--- config.mk ---
export PLATFORM = sky130hd
export DESIGN_NAME = uart_rx_logic
export DESIGN_NICKNAME = d
export VERILOG_FILES = /design/src/rtl/uart_rx_logic.sv
export SDC_FILE = /design/constraint.sdc
export NUM_CORES = 1
export LEC_CHECK = 0
export CAP_MARGIN = 10
export CORE_MARGIN = 3
export CORE_UTILIZATION = 33
export CTS_BUF_LIST = sky130_fd_sc_hd__clkbuf_4
export CTS_CLUSTER_SIZE = 24
export DETAILED_ROUTE_END_ITERATION = 8
export GPL_ROUTABILITY_DRIVEN = 1
export MAX_ROUTING_LAYER = met4
export PLACE_DENSITY = 0.53
export SLEW_MARGIN = 10
export SYNTH_ARGS = -nofsm -noshare
export SYNTH_HDL_FRONTEND = slang
export SYNTH_SLANG_ARGS = --single-unit
export TNS_END_PERCENT = 20
--- constraint.sdc ---
create_clock -name clk -period 3.07 [get_ports clk]
set_input_delay 0.614 -clock clk [delete_from_list [all_inputs] [get_ports clk]]
set_output_delay 0.614 -clock clk [all_outputs]
set_load 0.005 [all_outputs]
--- src/rtl/uart_rx_logic.sv ---
// uart_rx_logic: oversampling UART receiver with start-bit
// validation, parity/stop checks and a valid/ready holding register.
module uart_rx_logic #(
  parameter int SYSTEM_CLK      = 125000000,
  parameter int BAUD_RATE       = 9600,
  parameter int OVERSAMPLE_RATE = 8,
  parameter int PARITY_MODE     = 0,
  parameter int STOP_MODE       = 1
) (
  input  logic       clk,
  input  logic       reset,
  input  logic       rx_i_data,
  input  logic       rx_i_ready,
  output logic [7:0] rx_o_data,
  output logic       rx_o_valid,
  output logic       rx_o_parity_err,
  output logic       rx_o_frame_err,
  output logic       rx_o_overrun,
  output logic       rx_o_busy
);

  localparam int DIV = SYSTEM_CLK / (BAUD_RATE * OVERSAMPLE_RATE);
  localparam int DW  = (DIV > 1) ? $clog2(DIV) : 1;
  localparam int OW  = $clog2(OVERSAMPLE_RATE);

  localparam logic [DW-1:0] DIV_LAST  = DW'(DIV - 1);
  localparam logic [OW-1:0] OS_LAST   = OW'(OVERSAMPLE_RATE - 1);
  localparam logic [OW-1:0] OS_HALF   = OW'(OVERSAMPLE_RATE / 2 - 1);
  localparam logic          ODD       = (PARITY_MODE == 1);
  localparam logic          STOP_LAST = (STOP_MODE == 2);

  typedef enum logic [2:0] {
    IDLE,
    START,
    DATA,
    PARITY,
    STOP,
    BREAK
  } state_t;

  state_t state, nxt;

  logic [1:0]    sync;
  logic          rxs;
  logic [DW-1:0] div_cnt;
  logic          tick;
  logic [OW-1:0] tcnt;
  logic          half_end;
  logic          bit_end;
  logic [2:0]    bidx;
  logic          sidx;
  logic [7:0]    shreg;
  logic          perr;
  logic          ferr;
  logic          ferr_now;
  logic          clr;
  logic          samp;
  logic          done;
  logic          accept;
  logic          load;

  assign rxs      = sync[1];
  assign tick     = (div_cnt == DIV_LAST);
  assign half_end = tick && (tcnt == OS_HALF);
  assign bit_end  = tick && (tcnt == OS_LAST);
  assign ferr_now = ferr | ~rxs;
  assign accept   = rx_o_valid & rx_i_ready;
  assign load     = done & (~rx_o_valid | rx_i_ready);
  assign rx_o_busy = (state != IDLE);

  // two-flop synchroniser for the asynchronous line, idles high
  always_ff @(posedge clk or posedge reset) begin
    if (reset) sync <= 2'b11;
    else       sync <= {sync[0], rx_i_data};
  end

  // oversample tick divider, re-phased on every detected start edge
  always_ff @(posedge clk or posedge reset) begin
    if (reset)             div_cnt <= '0;
    else if (clr || tick)  div_cnt <= '0;
    else                   div_cnt <= div_cnt + 1'b1;
  end

  // ticks elapsed since the last sample point
  always_ff @(posedge clk or posedge reset) begin
    if (reset)             tcnt <= '0;
    else if (clr || samp)  tcnt <= '0;
    else if (tick)         tcnt <= tcnt + 1'b1;
  end

  // state register
  always_ff @(posedge clk or posedge reset) begin
    if (reset) state <= IDLE;
    else       state <= nxt;
  end

  // next state and sample/complete strobes
  always_comb begin
    nxt  = state;
    clr  = 1'b0;
    samp = 1'b0;
    done = 1'b0;
    unique case (state)
      IDLE: begin
        if (!rxs) begin
          nxt = START;
          clr = 1'b1;
        end
      end
      START: begin
        if (half_end) begin
          samp = 1'b1;
          nxt  = rxs ? IDLE : DATA;
        end
      end
      DATA: begin
        if (bit_end) begin
          samp = 1'b1;
          if (bidx == 3'd7)
            nxt = (PARITY_MODE != 0) ? PARITY : STOP;
        end
      end
      PARITY: begin
        if (bit_end) begin
          samp = 1'b1;
          nxt  = STOP;
        end
      end
      STOP: begin
        if (bit_end) begin
          samp = 1'b1;
          if (sidx == STOP_LAST) begin
            done = 1'b1;
            nxt  = (ferr_now && !rxs) ? BREAK : IDLE;
          end
        end
      end
      BREAK: begin
        if (rxs) nxt = IDLE;
      end
      default: nxt = IDLE;
    endcase
  end

  // frame datapath: data shift, parity check, stop-bit tracking
  always_ff @(posedge clk or posedge reset) begin
    if (reset) begin
      bidx  <= '0;
      sidx  <= 1'b0;
      shreg <= '0;
      perr  <= 1'b0;
      ferr  <= 1'b0;
    end else if (clr) begin
      bidx <= '0;
      sidx <= 1'b0;
      perr <= 1'b0;
      ferr <= 1'b0;
    end else if (samp) begin
      case (state)
        DATA: begin
          shreg <= {rxs, shreg[7:1]};
          bidx  <= bidx + 1'b1;
        end
        PARITY: perr <= (^shreg) ^ rxs ^ ODD;
        STOP: begin
          if (!rxs) ferr <= 1'b1;
          sidx <= sidx + 1'b1;
        end
        default: begin
        end
      endcase
    end
  end

  // holding register with accept, drop-on-full and sticky overrun
  always_ff @(posedge clk or posedge reset) begin
    if (reset) begin
      rx_o_data       <= '0;
      rx_o_valid      <= 1'b0;
      rx_o_parity_err <= 1'b0;
      rx_o_frame_err  <= 1'b0;
      rx_o_overrun    <= 1'b0;
    end else begin
      if (load) begin
        rx_o_data       <= shreg;
        rx_o_parity_err <= perr;
        rx_o_frame_err  <= ferr_now;
        rx_o_valid      <= 1'b1;
      end else if (accept) begin
        rx_o_valid <= 1'b0;
      end
      if (done && rx_o_valid && !rx_i_ready)
        rx_o_overrun <= 1'b1;
      else if (accept)
        rx_o_overrun <= 1'b0;
    end
  end

endmodule
# Word level (Yosys, flattened, before mapping)
# Index checks and enable logic that the tools add are counted.
# W data, S select, Z words.
word_totals:
  in_bits: 4
  latchBits: 0
  mem_count: 0
  word_cells: 108
  ff_bits: 45
  mem_bits_rw: 0
  rom_bits: 0
classes:
  magnitude_cmp: 0
  n_addsub: 4
  n_div: 0
  mul: 0
  n_bitwise: 8
  reduce_logical: 26
  n_eq_ne: 18
  n_shift: 0
  mux: 38
ops:
  columns: ["op", "n"]
  rows:
  - ["$mux W3", 14]
  - ["$mux W1", 20]
  - ["$pmux W3 S6", 1]
  - ["$ne A2 B2 Y1 const B", 8]
  - ["$reduce_bool A2 Y1", 7]
  - ["$eq A3 B3 Y1 const B", 4]
  - ["$add A11 B1 Y11 const B", 1]
  - ["$eq A11 B11 Y1 const B", 1]
  - ["$mux W11", 1]
  - ["$eq A3 B2 Y1 const B", 3]
  - ["$reduce_and A8 Y1", 1]
  - ["$reduce_xor A8 Y1", 1]
  - ["$add A3 B1 Y3 const B", 2]
  - ["$reduce_and A2 Y1", 3]
  - ["$reduce_and A3 Y1", 2]
  - ["$logic_and A1 B1 Y1", 5]
  - ["$eq A3 B1 Y1 const B", 1]
  - ["$logic_not A3 Y1", 1]
  - ["$not A1 Y1", 3]
  - ["$reduce_bool A3 Y1", 1]
  - ["$reduce_or A3 Y1", 1]
  - ["$and A1 B1 Y1", 2]
  - ["$logic_not A1 Y1", 2]
  - ["$logic_or A1 B1 Y1", 2]
  - ["other kinds (6)", 7]

# Logic depth before layout (Yosys ltp)
# Gate-level depths: netlist of the first run.
logic_depth:
  depth_word: 7
  mapped_depth: 8

# Least setup slack after synthesis of the first run
# OpenSTA, ideal clock, no wires.
synth_timing:
  kind: "flip-flop to flip-flop"
  start: "register div_cnt[7]"
  end: "register shreg[0]"
  setup_slack_ns: 0.783
  arrival_time_ns: 2.162
  stages_incl_launch_ff: 7
  path_buffers: 2
  setup_ns: 0.125
  period_less_slack_ns: 2.287
  cell_sequence: "dfrtp_1 -> or4b_4 -> or3_1 -> buf_6 -> nor4_4 -> buf_6 -> mux2_4"
synth_between:
  elab_chain_len: 5
synth_rtl:
  columns: ["item", "line", "text"]
  rows:
  - ["from (decl)", "45", "logic [DW-1:0] div_cnt;"]
  - ["from (signal assigned)", "81", "else div_cnt <= div_cnt + 1'b1;"]
  - ["$eq A11 B11 Y1 *", "63", "assign tick = (div_cnt == DIV_LAST);"]
  - ["$logic_and A1 B1 Y1, on equally long branches", "65, 64", null]
  - ["$mux W1, on equally long branches", null, null]
  - ["$pmux W1 S2 *", "103", "unique case (state)"]
  - ["$reduce_and A3 Y1 (no source line) *", null, null]
  - ["to (signal assigned)", "161", "shreg <= {rxs, shreg[7:1]};"]
  - ["to (decl)", "52", "logic [7:0] shreg;"]
# Mark *: on every way between the ends. The rest lies on a longest branch, timed or not.
# A chain may end at the register's enable or synchronous reset.

# Worst setup path after layout of the first run
layout_timing:
  start: "register state[0]"
  end: "output port rx_o_busy"
layout_between:
  elab_chain_len: 1
layout_rtl:
  columns: ["item", "line", "text"]
  rows:
  - ["from (decl)", "41", "state_t state, nxt;"]
  - ["from (signal assigned)", "94", "else state <= nxt;"]
  - ["$reduce_bool A3 Y1", "69", "assign rx_o_busy = (state != IDLE);"]
  - ["to (decl)", "19", "output logic rx_o_busy"]
# No other way between the ends.

==> flow_summary.yaml, run 1 <==
run:
  cap_violations: 0
setup_path:
  crit_path_start_kind: "register"
  cp_max_fo: 18
  crit_path_max_incr_delay_ps: 610
  startpoint: "state[0]"
  reg2reg_from: "div_cnt[7]"
  critical_path_class: "register to output pin"
  worstPathRequired_ps: 2460
  cp_cell_sequence: "or3_1, clkdlybuf4s50_1"
  crit_buf_inv: 1
  critical_path.slowest_cell: "dfrtp_1"
  crit_family: "flip-flops"
  critPathArrivalTime_ps: 1880
  endpoint_kind: "output pin"
synth:
  synth_cell_types: 39
  synth_edf_count: 0
  ys_async_sr_fraction: 1.000
  syn-cell-area_um2: 2216
  synth_warnings: 0
  synth-seq-area-share: 0.5093
  synth_ff_type: "dfrtp_1"
  ys_seq_elements: 45
  syn-num-nets: 207
  synthCells: 196
  syn_avg_cell_area_um2: 11.31
floorplan:
  start_util: 0.3450
  core_um2: 6422
  dieHeight_um: 87.95
  row_count: 29
  die_x_um: 87.95
  pin_count: 17
  die_area_um2: 7734
status:
  status: "completed"
clock_tree:
  root_buffer: "clkbuf_4"
  hold_buffers: 0
  cts_tree: "built"
  cts-resized-gates: 0
  clk_pin_slew_ps: 130
  numClockSinks: 45
  cts_buffers: 5
  clock_latency_ps: 340
  cts.htree.levels: 2
  cts_buffer_depth: 2
  post_cts_buffers: 0
hold_path:
  hold_path_startpoint: "sync[0]"
  hold_class: "register to register"
routing:
  detail_route.wl_per_cell_um: 12.99
  firstDrtPassIters: 4
  vias: 1401
  wl_mm: 3.781
  ant_nets: 0
  drt-initial-drc-count: 112
  vias_per_cell: 4.814
  drc: 0
grt:
  grt_use_total: 0.1131
  antenna_found_initial: 0
  grt-ovfl-total: 0
  grt_max_degree: 31
  grt_pass1_vias: 1358
  grt_pass1_wl_mm: 6.575
timing:
  fmax_mhz: 400.6
  rsz0062_at_grt: "no"
  tns_ps: 0
  fin_crit_sh: 0.8131
  period_needed_ps: 2496
  setup_violations: 0
  finClkSkew_ps: 7.232
  maxSlewViolCount: 0
  hold_violations: 0
  worst_pin_slew_ps: 904.0
  max_slew_margin: 0.3917
final_layout:
  area_growth_syn_to_layout_pct: 13.95
  n_fill_cell: 610
  final_area_um2: 2525
  fin_nets: 224
  antenna_cells: 0
  drive_gt1_frac: 0.1636
  final_core_util: 0.3931
  final_cell_mix: "dfrtp_1 (43), nor2_1 (22), clkdlybuf4s50_1 (16)"
  final_common_cell: "dfrtp_1"
pwr:
  ir_drop_mv: 0.1690
  p_per_area_nw_per_um2: 391.9
  leakage_nw: 1.124
placement:
  port_buffers: 16
  gp_congestion: 0.7836
  dp_hpwl_mm: 2.742
  place_area_um2: 2445
registers in the layout, summed over array words and instances, names as in the netlist, 2 cells and up:
register / cells
bidx: 3
div_cnt: 11
rx_o_data: 8
shreg: 8
state: 3
sync: 2
tcnt: 3
synth_stat cells (5+ instances only):
library cell / count / area [um^2]
a21oi_1: 7 / 35.03
clkbuf_1: 6 / 22.52
dfrtp_1: 43 / 1076
ha_1: 7 / 87.58
inv_1: 8 / 30.03
mux2_2: 12 / 135.1
mux2_4: 7 / 105.1
nand2_1: 14 / 52.55
nand3_1: 6 / 30.03
nor2_1: 22 / 82.58
xnor2_1: 11 / 96.34
xor2_1: 5 / 43.79
per-layer routing:
layer  wire length [um]  track usage  up-vias
met5                  0            -        -
met4                  0      0.03347        0
met3                 86      0.02822        0
met2               1593       0.1479       15
met1               2102       0.1699      671
li1                   -            -      715
stage by stage:
| stage | cells | worst slack [ps] | hold slack, ps | total power [mW] |
|---|---|---|---|---|
| 2_1_floorplan | 196 | 782.7 | 345.2 | 0.6237 |
| 3_3_place_gp | 283 | 629.8 | 346.1 | 0.6361 |
| 3_5_place_dp | 283 | 577.7 | 349.0 | 0.6358 |
| 4_1_cts | 291 | 561.2 | 367.8 | 1.007 |
| 5_1_grt | 291 | 467.0 | 375.2 | 1.034 |
| 6_report | 291 | 573.8 | 367.0 | 0.9896 |
cell type report:
type                            count  area (um^2)  area share
Inverter                            8        30.03     0.01189
Clock inverter                      2        35.03     0.01388
Clock buffer                        6        45.04     0.01784
Timing Repair Buffer               19        182.7     0.07235
Tap cell                           77        96.34     0.03816
Sequential cell                    45         1129      0.4470
Multi-Input combinational cell    134         1007      0.3989
path summary, 6_finish.rpt:
check                              to  slack, ps  depth (start not counted)
max                         rx_o_busy        570                          2
min                           sync[1]        370                          0
max reg2reg                  shreg[6]        580                          5
min reg2reg                   sync[1]        370                          0
max in group asynchronous     sync[1]       1820                          3
min in group asynchronous  div_cnt[0]        530                          2
power breakdown:
group | internal [mW] | switching [mW] | leakage, nW
combinational | 0.00931 | 0.0151 | 0.473
sequential | 0.596 | 0.00245 | 0.606
clock | 0.180 | 0.187 | 0.0456
total | 0.785 | 0.204 | 1.12
logic make-up after synthesis:
group                      synth area share
DFF                                  0.5093
muxes                                0.1220
AOI/OAI and AO/OA                   0.06945
adders and majority gates           0.03952
xor gates and xnor gates            0.07340
and+or+nand+nor                      0.1502
buffers and inverters               0.03613
No activity file was read; power rests on OpenSTA's default activity.
==> run 2, diff against run 1 <==
- PLACE_DENSITY: 0.53 -> 0.55
- clock period: 3.07 -> 2.1 ns (I/O delays scaled with it)
==> run 2 against run 1 <==
- the run now ends with setup timing left
- flip-flop and latch count unchanged
- critical path depth grew 9
- die area is the same
- cell count is 12% higher
- sequential power up 46%
- worst hold slack got worse by 1.9 ps
- clock skew up 5.6 ps
- first-iteration DRC count shrank 37%
- sequential share of layout area shrank 6.1 points
- worst setup slack worse by 670 ps
- power grew 46%
- count of clock-buffer cells in the layout stayed put
- critical path type is now register to register
- highest routed layer is now met4
==> flow_summary.yaml, run 2 (synthesis results as in run 1) <==
setup_path:
  regToRegSetupSlack_ps: -100
  crit_path_max_incr_delay_ps: 430
  cp_cell_sequence: "ha_4, buf_6, ha_4, nand3b_1, a21oi_1, a31oi_1, buf_4, nor4_4, buf_4, clkbuf_16, mux2_4"
  r2r_cells: 11
  critical_path.slowest_cell: "dfrtp_1"
  crit_path_start_kind: "register"
  endpoint_kind: "register"
  cp_max_fo: 4
  worstPathRequired_ps: 2350
  reg2reg_from: "tcnt[1]"
  critical_path_class: "register to register"
  reg2reg_to: "shreg[0]"
  critPathArrivalTime_ps: 2450
floorplan:
  die_x_um: 87.95
  pin_count: 17
  dieHeight_um: 87.95
  start_util: 0.3450
  core_um2: 6422
  die_area_um2: 7734
  row_count: 29
final_layout:
  top_register: "div_cnt"
  largest_reg_flops: 11
  final_cells: 326
  antenna_cells: 0
  reg.largest.list: "div_cnt x11, rx_o_data x8, shreg x8"
  final_cell_mix: "dfrtp_1 (40), buf_4 (32), nor2_1 (20)"
  area_growth_syn_to_layout_pct: 32.24
  fin_nets: 259
  final_area_um2: 2930
  final_common_cell: "dfrtp_1"
  drive_gt1_frac: 0.3213
pwr:
  leakage_nw: 1.310
  ir_drop_mv: 0.3066
  p_per_area_nw_per_um2: 493.3
  power.total_mw: 1.446
status:
  violations: "setup timing"
  status: "complete, but fails checks"
clock_tree:
  clk_pin_slew_ps: 130
  hold_buffers: 0
  cts_buffers: 5
  clock_latency_ps: 340
  cts_buffer_depth: 2
  root_buffer: "clkbuf_4"
  cts_tree: "built"
  numClockSinks: 45
  cts.htree.levels: 2
timing:
  hold_violations: 0
  setup_ws_ps: -100.8
  finClkSkew_ps: 12.80
  period_needed_ps: 2201
  fin_crit_sh: 1.048
  fmax_mhz: 454.4
  setup_violations: 22
  rsz0062_at_grt: "yes"
  max_slew_margin: 0.6116
  worst_pin_slew_ps: 580.8
  maxSlewViolCount: 0
placement:
  port_buffers: 16
  dp_hpwl_mm: 3.047
  place_area_um2: 2675
  dp_cells: 312
  gp_congestion: 0.8098
grt:
  grt_max_degree: 22
  grt-ovfl-total: 0
  antenna_found_initial: 0
  grt_use_total: 0.1270
  grt_pass1_vias: 1609
  grt_pass1_wl_mm: 7.417
routing:
  drt-initial-drc-count: 71
  wl_mm: 4.479
  vias: 1580
  firstDrtPassIters: 4
  drc: 0
  detail_route.wl_per_cell_um: 13.74
  vias_per_cell: 4.847
  ant_nets: 0
hold_path:
  hold-path-endpoint: "sync[1]"
  hold_path_startpoint: "sync[0]"
  whs_path_depth: 0
  hold_class: "register to register"
run:
  cap_violations: 0
## run 2: worst max-delay path by stage
stage	depth (start not counted)	slack (ps)	endpoint	startpoint
after CTS	5	-50	rx_o_parity_err	div_cnt[7]
after detailed placement	4	-130	state[0]	div_cnt[7]
after floorplan	6	-150	shreg[0]	div_cnt[7]
after global routing	11	-210	shreg[0]	tcnt[1]
after global placement	5	-70	shreg[6]	div_cnt[7]
final	11	-100	shreg[0]	tcnt[1]
## run 2: layout make-up
cell class / count / area [um^2]
Multi-Input combinational cell: 134 / 1099
Clock inverter: 2 / 35.03
Timing Repair Buffer: 54 / 493.0
Sequential cell: 45 / 1132
Clock buffer: 6 / 45.04
Fill cell: 607 / 3492
Inverter: 8 / 30.03
Tap cell: 77 / 96.34
## run 2: per-layer routing
metal / wire length [um] / global-route usage
met1: 2236 / 0.1703
met2: 2070 / 0.1945
met3: 144 / 0.02822
met4: 29 / 0.03347
met5: 0 / -
## run 2: power breakdown
group	switching (mW)	internal (mW)	leakage, nW
registers	0.00275	0.871	0.602
clock network	0.268	0.263	0.0456
logic	0.0247	0.0161	0.662
## run 2: what timing repair did
action | 4_1_cts | 5_1_grt
setup endpoints to repair | 23 | 26
resized for setup | 10 | 18
hold endpoints to repair | 0 | 0
pin swaps | 1 | 5
cloned | 1 | 1
buffers inserted | 2 | 2
## run 2: stage by stage
| stage | hold WS (ps) | worst slack (ps) | setup TNS [ps] | utilization |
|---|---|---|---|---|
| CTS | 366.4 | -51.01 | -554.7 | 0.4376 |
| detailed placement | 347.5 | -132.8 | -1618 | 0.4165 |
| finish | 365.1 | -100.8 | -955.0 | 0.4563 |
| global route | 372.6 | -211.6 | -2973 | 0.4563 |
| floorplan | 345.2 | -145.9 | -2021 | - |
| global placement | 345.8 | -69.87 | -975.2 | 0.4165 |
## run 2: worst max-delay path, delay by kind of cell (launching register included)
| family | cells | cell delay (ps) |
|---|---|---|
| buffers and inverters | 4 | 590 |
| DFF | 1 | 430 |
| and+or+nand+nor | 2 | 320 |
| adders and majority gates | 2 | 290 |
| muxes | 1 | 300 |
| AOI/OAI and AO/OA | 2 | 190 |
